File: src/rtl/one_port_mem_req_adapter.sv
// Valid/ready request front-end for single-port vendor memories. Read data returns 2 edges after acceptance.
// Read acceptance reserves response FIFO space, so a stalled consumer throttles reads only; writes always proceed.
module sync_fifo #(
  parameter int DATA_W = 8,
  parameter int DEPTH  = 2
) (
  input  logic                       clk,
  input  logic                       rst,
  input  logic                       push,
  input  logic [DATA_W-1:0]          push_data,
  input  logic                       pop,
  output logic [DATA_W-1:0]          pop_data,
  output logic [$clog2(DEPTH+1)-1:0] count
);
  localparam int CNT_W = $clog2(DEPTH + 1);
  localparam int PTR_W = (DEPTH > 1) ? $clog2(DEPTH) : 1;

  logic [DATA_W-1:0] store [DEPTH];
  logic [PTR_W-1:0]  wr_ptr;
  logic [PTR_W-1:0]  rd_ptr;

  function automatic logic [PTR_W-1:0] ptr_next(input logic [PTR_W-1:0] p);
    return (p == PTR_W'(DEPTH - 1)) ? '0 : p + PTR_W'(1);
  endfunction

  always_ff @(posedge clk) begin
    if (push) begin
      store[wr_ptr] <= push_data;
    end
  end

  always_ff @(posedge clk or posedge rst) begin
    if (rst) begin
      wr_ptr <= '0;
      rd_ptr <= '0;
      count  <= '0;
    end else begin
      if (push) wr_ptr <= ptr_next(wr_ptr);
      if (pop)  rd_ptr <= ptr_next(rd_ptr);
      case ({push, pop})
        2'b10:   count <= count + CNT_W'(1);
        2'b01:   count <= count - CNT_W'(1);
        default: count <= count;
      endcase
    end
  end

  assign pop_data = store[rd_ptr];
endmodule

module one_port_mem_req_adapter #(
  parameter int ADDR_W    = 8,
  parameter int DATA_W    = 8,
  parameter int RSP_DEPTH = 2
) (
  input  logic              CLK,
  input  logic              RST,
  input  logic              req_valid,
  output logic              req_ready,
  input  logic              req_we,
  input  logic [ADDR_W-1:0] req_addr,
  input  logic [DATA_W-1:0] req_wdata,
  output logic              rsp_valid,
  input  logic              rsp_ready,
  output logic [DATA_W-1:0] rsp_data,
  output logic [ADDR_W-1:0] A,
  output logic              CEN,
  output logic              WEN,
  output logic              OEN,
  output logic [DATA_W-1:0] D,
  input  logic [DATA_W-1:0] Q
);
  localparam int CNT_W = $clog2(RSP_DEPTH + 1);

  logic [CNT_W-1:0] count;
  logic [CNT_W:0]   occupancy;
  logic             rd_pend;
  logic             pop;
  logic             fire;
  logic             read_room;

  assign pop = rsp_valid & rsp_ready;

  // Occupancy counts the read whose data lands next edge, minus the entry leaving this edge.
  always_comb begin
    occupancy = {1'b0, count} + {{CNT_W{1'b0}}, rd_pend} - {{CNT_W{1'b0}}, pop};
    read_room = occupancy < (CNT_W + 1)'(RSP_DEPTH);
  end

  assign req_ready = ~RST & (req_we | read_room);
  assign fire      = req_valid & req_ready;

  assign CEN = ~fire;
  assign WEN = fire ? ~req_we : 1'b1;
  assign A   = req_addr;
  assign D   = req_wdata;
  assign OEN = 1'b0;

  always_ff @(posedge CLK or posedge RST) begin
    if (RST) begin
      rd_pend <= 1'b0;
    end else begin
      rd_pend <= fire & ~req_we;
    end
  end

  sync_fifo #(
    .DATA_W (DATA_W),
    .DEPTH  (RSP_DEPTH)
  ) u_rsp_fifo (
    .clk       (CLK),
    .rst       (RST),
    .push      (rd_pend),
    .push_data (Q),
    .pop       (pop),
    .pop_data  (rsp_data),
    .count     (count)
  );

  assign rsp_valid = (count != '0);
endmodule

File: config.mk
export PLATFORM = sky130hd
export DESIGN_NAME = one_port_mem_req_adapter
export DESIGN_NICKNAME = d
export VERILOG_FILES = /design/src/rtl/one_port_mem_req_adapter.sv
export SDC_FILE = /design/constraint.sdc
export NUM_CORES = 1
export LEC_CHECK = 0
export ABC_AREA = 0
export CORE_MARGIN = 10
export CORE_UTILIZATION = 28
export DETAILED_ROUTE_END_ITERATION = 12
export SLEW_MARGIN = 30
export SYNTH_ARGS = -nofsm -noshare
export SYNTH_HDL_FRONTEND = slang
export SYNTH_SLANG_ARGS = --single-unit
export TNS_END_PERCENT = 20
File: constraint.sdc
create_clock -name CLK -period 3.4 [get_ports CLK]
set_input_delay 0.51 -clock CLK [delete_from_list [all_inputs] [get_ports CLK]]
set_output_delay 0.51 -clock CLK [all_outputs]
set_load 0.01 [all_outputs]
==> impl_metrics.py <==
metrics = {
    "run_status": {
        "status": "finished clean",
    },
    "timing": {
        "setup_tns_ns": 0,
        "slew_viol_final": 0,
        "fmax_ghz": 0.307,
        "fin_crit_ns": 3.26,
        "finalSetupViolations": 0,
        "max_slew_margin": 0.538,
        "min_period_over_period": 0.958,
        "hold_viol": 0,
        "tightest_slew_ns": 0.691,
        "setup_ws_ns": 0.143,
        "finClkSkew_ns": 0.00282,
        "whs_ns": 0.492,
    },
    "routing": {
        "avgViaCountPerCell": 4.03,
        "drc": 0,
        "drt-total-wl_mm": 2.00,
        "drtPass1Iterations": 4,
        "wire_per_inst_um": 15.1,
        "vias": 532,
        "drt_iter0_drc": 10,
        "ant_nets": 0,
    },
    "finish": {
        "diodes": 0,
        "num-fill-cells": 347,
        "multiInputGateArea_um2": 272,
        "layout_commonest_cell": "clkdlybuf4s50_1",
        "drive_gt1_frac": 0.221,
        "final_cell_mix": "22 x clkdlybuf4s50_1, 16 x edfxtp_1, 8 x mux2_2",
        "seqCellArea_um2": 606,
        "nNetsFinal": 119,
        "area_growth_pct": 22.8,
    },
    "setup_path": {
        "r2r_cells": 7,
        "crit_type": "register to output port",
        "required_ns": 2.89,
        "worst_ep_arrival_time_ns": 2.75,
        "startpoint": "u_rsp_fifo.count[0]$_DFFE_PP0P_",
        "r2r_start": "u_rsp_fifo.count[0]$_DFFE_PP0P_",
        "crit_path_start_kind": "register",
        "r2r_setup_slack_ns": 1.17,
        "crit_path_max_fanout": 2,
        "end_kind": "output port",
    },
    "clocking": {
        "clock_latency_ns": 0.29,
        "cts_root_buf": "clkbuf_4",
        "clkTransAtPathRegs_ns": 0.10,
        "cts_tree": "done",
        "cts_made_buffers": 3,
        "cts.sinks": 21,
        "clock_path_buffers": 2,
        "htree_levels": 1,
    },
    "floorplan": {
        "start_util": 0.296,
        "num_io_pins": 58,
        "core-area_mm2": 0.00342,
        "die_height_um": 80.1,
        "die_area_mm2": 0.00641,
        "die_w_um": 80.1,
        "rows": 21,
    },
    "synthesis": {
        "yosysSeqAreaShare": 0.599,
        "postSynthAreaPerCell_um2": 14.0,
        "yosysUniqueCellTypes": 21,
        "yosysWarnings": 0,
        "syn_nets": 104,
        "ys_ff_latch": 21,
        "synth_area_mm2": 0.00101,
        "syn_inst": 72,
    },
    "hold_path": {
        "min_from": "u_rsp_fifo.wr_ptr$_DFFE_PP0P_",
        "holdPathStages": 1,
        "worstHoldPathType": "register to register",
    },
    "pwr": {
        "p_leak_uw": 0.000457,
        "p_per_area_mw_per_mm2": 665,
        "peakVddDrop_mv": 0.263,
    },
    "placement": {
        "io_buffers": 24,
        "dp_hpwl_mm": 1.61,
        "place_ws_ns": -0.104,
        "gp_congestion": 0.695,
    },
    "global_route": {
        "grt_start_max_net_pins": 12,
        "grt_usage": 0.0623,
        "antenna_found_initial": 0,
        "grt_pass1_vias": 592,
        "grt_first_pass_wirelength_mm": 3.11,
        "overflow": 0,
    },
    "flow_run": {
        "maxCapViolCount": 0,
    },
}
synthesized netlist by cell type:
cell      instances  area (µm²)
edfxtp_1         16         480
nand2b_1          1        6.26
nand2_1           1        3.75
nand3_1           1        5.00
inv_1             3        11.3
ha_1              2        25.0
buf_2             1        5.00
xor2_1            3        26.3
dfrtp_1           5         125
xnor2_1           3        26.3
mux2_2            8        90.1
and2_4            1        8.76
conb_1            1        3.75
fa_1              1        20.0
nor4b_1           1        8.76
nor2_1            3        11.3
or2_2             1        6.26
a21oi_1           1        5.00
or3b_1            1        8.76
buf_4            17         128
and2_1            1        6.26
stage by stage:
| step | instances | cell area [µm²] | utilization | total power, µW |
|---|---|---|---|---|
| 2_1_floorplan | 72 | 1010 | - | 572 |
| 3_3_place_gp | 127 | 1200 | 0.351 | 699 |
| 3_5_place_dp | 127 | 1200 | 0.351 | 705 |
| 4_1_cts | 131 | 1220 | 0.358 | 818 |
| 5_1_grt | 132 | 1240 | 0.363 | 888 |
| 6_report | 132 | 1240 | 0.363 | 825 |
final cells by class:
class	count	share of cell area
flip-flops and latches	21	0.488
multi-input cells	30	0.219
repair buffers	28	0.217
well taps	46	0.0464
clock buffers	4	0.0212
inverters	3	0.00907
kinds of logic after synthesis:
family                   share of synthesized area
other                                      0.00371
flip-flops                                   0.599
XOR/XNOR                                    0.0520
buffers and inverters                        0.142
AND/OR/NAND/NOR                             0.0644
AO/OA/AOI/OAI                              0.00495
multiplexers                                0.0891
adder cells (fa/ha/maj)                     0.0446
critical path: stages (launching register included):
cell	delay, ns
dfrtp_1	0.38
or2_2	0.31
and2_4	0.16
ha_1	0.26
nand2b_1	0.15
fa_2	0.53
a21oi_1	0.08
or3b_1	0.34
clkdlybuf4s15_1	0.24
flip-flops by register name, indices dropped and copies added, names as in the netlist:
signal             count
rd_pend                1
u_rsp_fifo.count       2
u_rsp_fifo.rd_ptr      1
u_rsp_fifo.store      16
u_rsp_fifo.wr_ptr      1
path summary, 6_finish.rpt:
kind	endpoint
max	CEN
min	u_rsp_fifo.wr_ptr$_DFFE_PP0P_
max reg2reg	rd_pend$_DFF_PP0_
min reg2reg	u_rsp_fifo.wr_ptr$_DFFE_PP0P_
max in group asynchronous	u_rsp_fifo.rd_ptr$_DFFE_PP0P_
min in group asynchronous	u_rsp_fifo.wr_ptr$_DFFE_PP0P_
layer usage:
metal	wire, µm	global-route usage	vias up	share of wire
li1	-	-	255	-
met4	21	0.0158	0	0.011
met5	0	0	-	0
met1	663	0.0561	247	0.33
met3	263	0.0501	6	0.13
met2	1050	0.106	24	0.52
power by group:
group | total (µW) | internal [µW] | switching, µW
Combinational | 360 | 221 | 139
Sequential | 354 | 317 | 36.9
Clock | 112 | 45.6 | 66.2
what timing repair did:
action,in CTS,in global routing
resized for setup,2,3
pin swaps,1,1
cloned,0,0
hold buffers,0,0
endpoints found under the setup margin,2,1
setup buffers,0,1
Power figures use the tool's default switching activity.
